`src/rtl/check_query_arbiter.sv`:
```
// check_query_arbiter
//   Shares one check engine between two requesters (0: move validator,
//   1: search/AI). A round-robin pointer picks the winner, the winner's board
//   snapshot is latched into the engine operand registers, the engine
//   handshake is driven, completion is awaited with a timeout, and the
//   16-bit attacker mask is returned to the granted requester.
//
// Ports
//   clk, RST                     clock (rising edge), async active-high reset
//   req[1:0], req_player[1:0]    per-requester level request / side to test
//   req_loc_w/b[191:0]           {req1,req0} location vectors, 96 bits each
//   req_alive_w/b[31:0]          {req1,req0} alive vectors, 16 bits each
//   gnt[1:0]                     one-hot grant, latch through RESPOND
//   rsp_valid[1:0], rsp_ack[1:0] one-hot response valid / requester accept
//   rsp_check[15:0], rsp_timeout attacker mask (0 on timeout), timeout flag
//   eng_en, eng_player           engine enable, latched player
//   eng_loc_w/b, eng_alive_w/b   latched board operands
//   eng_done, eng_is_check       engine completion pulse and result

module check_query_arbiter #(
    parameter int TIMEOUT_CYC = 64,
    parameter int CNT_W       = 7
) (
    input  logic         clk,
    input  logic         RST,
    input  logic [1:0]   req,
    input  logic [1:0]   req_player,
    input  logic [191:0] req_loc_w,
    input  logic [191:0] req_loc_b,
    input  logic [31:0]  req_alive_w,
    input  logic [31:0]  req_alive_b,
    output logic [1:0]   gnt,
    output logic [1:0]   rsp_valid,
    input  logic [1:0]   rsp_ack,
    output logic [15:0]  rsp_check,
    output logic         rsp_timeout,
    output logic         eng_en,
    output logic         eng_player,
    output logic [95:0]  eng_loc_w,
    output logic [95:0]  eng_loc_b,
    output logic [15:0]  eng_alive_w,
    output logic [15:0]  eng_alive_b,
    input  logic         eng_done,
    input  logic [15:0]  eng_is_check
);

    typedef enum logic [1:0] {
        IDLE      = 2'd0,
        LAUNCH    = 2'd1,
        WAIT_DONE = 2'd2,
        RESPOND   = 2'd3
    } state_t;

    localparam logic [CNT_W-1:0] CNT_LAST = CNT_W'(TIMEOUT_CYC - 1);
    localparam logic [CNT_W-1:0] CNT_ONE  = CNT_W'(1);

    state_t            state_r;
    state_t            state_nx;
    logic              rr_ptr_r;
    logic              winner_r;
    logic [CNT_W-1:0]  cnt_r;
    logic [1:0]        gnt_r;
    logic [1:0]        rsp_valid_r;
    logic [15:0]       rsp_check_r;
    logic              rsp_timeout_r;
    logic              eng_en_r;
    logic              eng_player_r;
    logic [95:0]       eng_loc_w_r;
    logic [95:0]       eng_loc_b_r;
    logic [15:0]       eng_alive_w_r;
    logic [15:0]       eng_alive_b_r;

    logic              win_s;
    logic              grant_s;
    logic              done_s;
    logic              tmo_s;
    logic              ack_s;
    logic              eng_en_nx_s;

    function automatic logic [1:0] onehot2(input logic idx);
        return idx ? 2'b10 : 2'b01;
    endfunction

    // Next-state decode and per-state control strobes
    always_comb begin
        state_nx = state_r;
        grant_s  = 1'b0;
        done_s   = 1'b0;
        tmo_s    = 1'b0;
        ack_s    = 1'b0;
        // Round-robin: pointer index wins if it is requesting, else the other one
        win_s    = req[rr_ptr_r] ? rr_ptr_r : ~rr_ptr_r;
        case (state_r)
            IDLE: begin
                if (req != 2'b00) begin
                    grant_s  = 1'b1;
                    state_nx = LAUNCH;
                end else begin
                    state_nx = IDLE;
                end
            end
            LAUNCH: begin
                state_nx = WAIT_DONE;
            end
            WAIT_DONE: begin
                // Done takes priority over the terminal count on the same cycle
                if (eng_done) begin
                    done_s   = 1'b1;
                    state_nx = RESPOND;
                end else if (cnt_r == CNT_LAST) begin
                    tmo_s    = 1'b1;
                    state_nx = RESPOND;
                end else begin
                    state_nx = WAIT_DONE;
                end
            end
            RESPOND: begin
                // Only the granted index may acknowledge
                if (rsp_ack[winner_r]) begin
                    ack_s    = 1'b1;
                    state_nx = IDLE;
                end else begin
                    state_nx = RESPOND;
                end
            end
            default: begin
                state_nx = IDLE;
            end
        endcase
        // Registering from next state keeps eng_en aligned with LAUNCH/WAIT_DONE
        eng_en_nx_s = (state_nx == LAUNCH) || (state_nx == WAIT_DONE);
    end

    // State register
    always_ff @(posedge clk or posedge RST) begin
        if (RST) begin
            state_r <= IDLE;
        end else begin
            state_r <= state_nx;
        end
    end

    // Datapath: operand latches, grant/response registers, timeout counter
    always_ff @(posedge clk or posedge RST) begin
        if (RST) begin
            rr_ptr_r      <= 1'b0;
            winner_r      <= 1'b0;
            cnt_r         <= '0;
            gnt_r         <= 2'b00;
            rsp_valid_r   <= 2'b00;
            rsp_check_r   <= 16'h0000;
            rsp_timeout_r <= 1'b0;
            eng_en_r      <= 1'b0;
            eng_player_r  <= 1'b0;
            eng_loc_w_r   <= 96'h0;
            eng_loc_b_r   <= 96'h0;
            eng_alive_w_r <= 16'h0000;
            eng_alive_b_r <= 16'h0000;
        end else begin
            eng_en_r <= eng_en_nx_s;
            case (state_r)
                IDLE: begin
                    if (grant_s) begin
                        winner_r      <= win_s;
                        gnt_r         <= onehot2(win_s);
                        eng_player_r  <= req_player[win_s];
                        eng_loc_w_r   <= win_s ? req_loc_w[191:96]  : req_loc_w[95:0];
                        eng_loc_b_r   <= win_s ? req_loc_b[191:96]  : req_loc_b[95:0];
                        eng_alive_w_r <= win_s ? req_alive_w[31:16] : req_alive_w[15:0];
                        eng_alive_b_r <= win_s ? req_alive_b[31:16] : req_alive_b[15:0];
                    end else begin
                        gnt_r <= gnt_r;
                    end
                end
                LAUNCH: begin
                    cnt_r <= '0;
                end
                WAIT_DONE: begin
                    // Saturating so the count can never wrap inside one query
                    if (cnt_r != CNT_LAST) begin
                        cnt_r <= cnt_r + CNT_ONE;
                    end else begin
                        cnt_r <= cnt_r;
                    end
                    if (done_s) begin
                        rsp_check_r   <= eng_is_check;
                        rsp_timeout_r <= 1'b0;
                        rsp_valid_r   <= onehot2(winner_r);
                    end else if (tmo_s) begin
                        rsp_check_r   <= 16'h0000;
                        rsp_timeout_r <= 1'b1;
                        rsp_valid_r   <= onehot2(winner_r);
                    end else begin
                        rsp_valid_r   <= rsp_valid_r;
                    end
                end
                RESPOND: begin
                    if (ack_s) begin
                        rsp_valid_r <= 2'b00;
                        gnt_r       <= 2'b00;
                        rr_ptr_r    <= ~winner_r;
                    end else begin
                        rsp_valid_r <= rsp_valid_r;
                    end
                end
                default: begin
                    gnt_r <= gnt_r;
                end
            endcase
        end
    end

    assign gnt         = gnt_r;
    assign rsp_valid   = rsp_valid_r;
    assign rsp_check   = rsp_check_r;
    assign rsp_timeout = rsp_timeout_r;
    assign eng_en      = eng_en_r;
    assign eng_player  = eng_player_r;
    assign eng_loc_w   = eng_loc_w_r;
    assign eng_loc_b   = eng_loc_b_r;
    assign eng_alive_w = eng_alive_w_r;
    assign eng_alive_b = eng_alive_b_r;

endmodule

```
`config.mk`:
```
export PLATFORM = sky130hd
export DESIGN_NAME = check_query_arbiter
export DESIGN_NICKNAME = d
export VERILOG_FILES = /design/src/rtl/check_query_arbiter.sv
export SDC_FILE = /design/constraint.sdc
export NUM_CORES = 1
export LEC_CHECK = 0
export BUFFER_PORTS_ARGS = -buffer_cell sky130_fd_sc_hd__buf_2
export CELL_PAD_IN_SITES_DETAIL_PLACEMENT = 1
export CELL_PAD_IN_SITES_GLOBAL_PLACEMENT = 2
export CORE_AREA = 2 2 276 278
export CTS_CLUSTER_SIZE = 28
export DETAILED_ROUTE_END_ITERATION = 8
export DIE_AREA = 0 0 278 280
export PLACE_DENSITY = 0.54
export SLEW_MARGIN = 25
export SYNTH_ARGS = -nofsm -noshare
export SYNTH_HDL_FRONTEND = slang
export SYNTH_SLANG_ARGS = --single-unit
```
`constraint.sdc`:
```
create_clock -name clk -period 10.25 [get_ports clk]
set_input_delay 1.025 -clock clk [delete_from_list [all_inputs] [get_ports clk]]
set_output_delay 1.025 -clock clk [all_outputs]
set_load 0.1 [all_outputs]
```
==> flow_summary_export.csv <==
group,metric,value,unit
synthesis,ys_async_sr_fraction,1.000,
placement,routabilityCongestion,0.7948,
global_routing,grt_max_degree,96,
routing,avgViaCountPerCell,4.354,
sta,fin_skew,0.01178,ns
synthesis,synthTopCellsByCount,"258 x dfrtp_1, 225 x a21boi_0, 225 x a221o_1",
global_routing,grt_pass1_vias,12500,
sta,setup_viol,0,
routing,routedWlPerCell,21.32,µm
placement,placed_area,16000,µm²
synthesis,synth_fp_nets,1411,
sta,final.period_utilization,0.3278,
setup_path,worstSetupPathType,"reg2reg",
worst_hold_path,hold_path.class,"reg2reg",
finish,syn2layout_area_growth,48.25,%
synthesis,syn_area,11590,µm²
synthesis,synthCells,937,
floorplan,die_w,278,µm
synthesis,yosysMostFrequentCell,"dfrtp_1",
setup_path,critPathMaxStageDelay,0.57,ns
sta,finalHoldViolCount,0,
cts,cts_hold_buffers,0,
routing,dr.pass1.iters,5,
synthesis,yosysTopAreaCell,"dfrtp_1",
setup_path,worstPathRequired,10.71,ns
placement,pre_cts_slack,6.594,ns
finish,drive_above_1_share,0.4892,
sta,rsz0062_at_grt,"no",
sta,setup_slack,6.890,ns
synthesis,avgSynthCellArea,12.37,µm²
floorplan,core_area,75190,µm²
sta,layout_min_cycle_time,3.360,ns
global_routing,grt_first_pass_wirelength,81.88,mm
routing,routed_wl,55.54,mm
floorplan,start_util,0.1542,
synthesis,yosys.area.top_type_share,0.5568,
setup_path,crit_path_start_kind,"register",
finish,final_cell_count_no_fill,2605,
sta,tns,0,ns
flow_run,max_cap_viol_count,0,
synthesis,synthTopCellsByArea,"dfrtp_1 56%, a221o_1 19%, a21boi_0 15%",
setup_path,crit_fanout,85,
cts,postCtsSetupRepairBufs,0,
cts,cts-root-buf,"clkbuf_16",
setup_path,end_kind,"register",
cts,cts_sinks,258,
routing,vias,11340,
floorplan,rows,101,
cts,cts_inserted_buffers,35,
floorplan,die_h,280,µm
global_routing,grt_use_total,0.1360,
synthesis,synth-edff-count,0,
placement,dp.cells,2539,
setup_path,crit_arrival,3.82,ns
synthesis,ys.flop_type,"dfrtp_1",
synthesis,synth.distinct_cells,38,
sta,relSlewSlack,0.3009,
cts,clkTransAtPathRegs,0.06,ns
sta,worst-slew-pin-transition,1.049,ns
routing,drt_iter0_drc,559,
routing,detail-route-antenna-nets,0,
routing,drcViolationCount,0,
cts,insertion_delay,0.53,ns
cts,htree_num_levels,2,
global_routing,antenna_found_initial,11,
setup_path,crit_chain,"nor2_4, buf_4, and3_4, buf_4, buf_6, a221o_1",
setup_path,cpMostUsedCell,"buf_4",
setup_path,timing.critical_path.slowest_stage_cell,"dfrtp_1",
global_routing,grt-ovfl-total,0,
placement,place_hpwl,39.73,mm
finish,fin_nets,2072,
synthesis,ys_seq_area_frac,0.5568,
sta,slew_violations,0,
placement,io_buffers,719,
synthesis,ys_seq_elements,258,
outcome,status,"finished clean",
sta,max_freq,297.6,MHz
synthesis,yosys_warnings,0,
cts,cts_tree,"done",
cts,post_cts_resized,0,
finish,fin_area,17190,µm²
cts,clockBufferDepth,3,
floorplan,dieArea,77840,µm²
floorplan,io_pins,720,
[worst paths after layout]
check                       startpoint            end  slack (ns)  depth (start not counted)
max in group asynchronous          RST  eng_loc_b[53]        7.78                          4
min                        rsp_timeout    rsp_timeout        0.49                          1
min in group asynchronous          RST  eng_loc_w[91]        0.62                          2
max                         state_r[1]  eng_loc_w[80]        6.89                          6
max reg2reg                 state_r[1]  eng_loc_w[80]        6.89                          6
min reg2reg                rsp_timeout    rsp_timeout        0.49                          1
[area by class of cell]
class                           count  area (µm²)
Clock buffer                       53        1076
Multi-Input combinational cell    566        4597
Fill cell                        8684       58000
Antenna cell                        6       15.01
Tap cell                          978        1224
Inverter                            4       22.52
Sequential cell                   258        6456
Clock inverter                      7       87.58
Timing Repair Buffer              733        3711
[routing by layer]
metal,vias to the layer above,GRT usage,share of wire
met5,-,0,0.00074
met1,5729,0.1628,0.40
met3,86,0.03706,0.067
met2,454,0.2324,0.50
li1,5068,-,-
met4,6,0.05100,0.032
[through the flow]
step,hold WS (ns),util
after global routing,0.4945,0.2286
after floorplan,0.4880,-
after global placement,0.4750,0.2128
after detailed placement,0.4787,0.2128
final,0.4877,0.2286
after CTS,0.4923,0.2283
[registers in the layout, indices dropped and copies added, names as in the netlist, 2 cells and up]
register and flops:
eng_loc_b 96, eng_loc_w 96, eng_alive_b 16, eng_alive_w 16, rsp_check 16, cnt_r 7, gnt 2, rsp_valid 2
state_r 2
[critical path: cells and delay by family (launching register included)]
family	cells	cell delay, ns
DFF	1	0.57
buffers and inverters	3	1.56
and+or+nand+nor	2	0.67
AOI/OAI and AO/OA	1	0.27
[logic make-up after synthesis]
group	Yosys count	synth area share
compound gates	493	0.3624
xor+xnor	1	0.0007555
fa+ha+maj	1	0.001079
buf+inv	113	0.04845
flops	258	0.5568
mux	3	0.002590
simple gates	68	0.02795
[cells in the final DEF (no fill, tap or decap), types with 2 or more instances in the layout]
master and count:
buf_2 719, dfrtp_1 258, a21boi_0 225, a221o_1 225
nand2_1 38, clkbuf_16 37, o21ai_0 21, buf_4 12
clkbuf_8 9, a21oi_1 7, clkbuf_1 7, diode_2 6
nor2b_1 5, nand3_1 5, clkinv_2 4, nand2b_1 3
mux2i_1 3, inv_1 3, nand4_1 3, and3_4 2
and3_1 2, and3b_1 2, a31oi_1 2, a31o_2 2
a41oi_1 2, nor2_1 2, a311oi_1 2, bufinv_16 2
buf_6 2
Power is left out: the tool's default activity adds up to more than one toggle a clock period on the data nets, which glitch-free logic cannot reach.
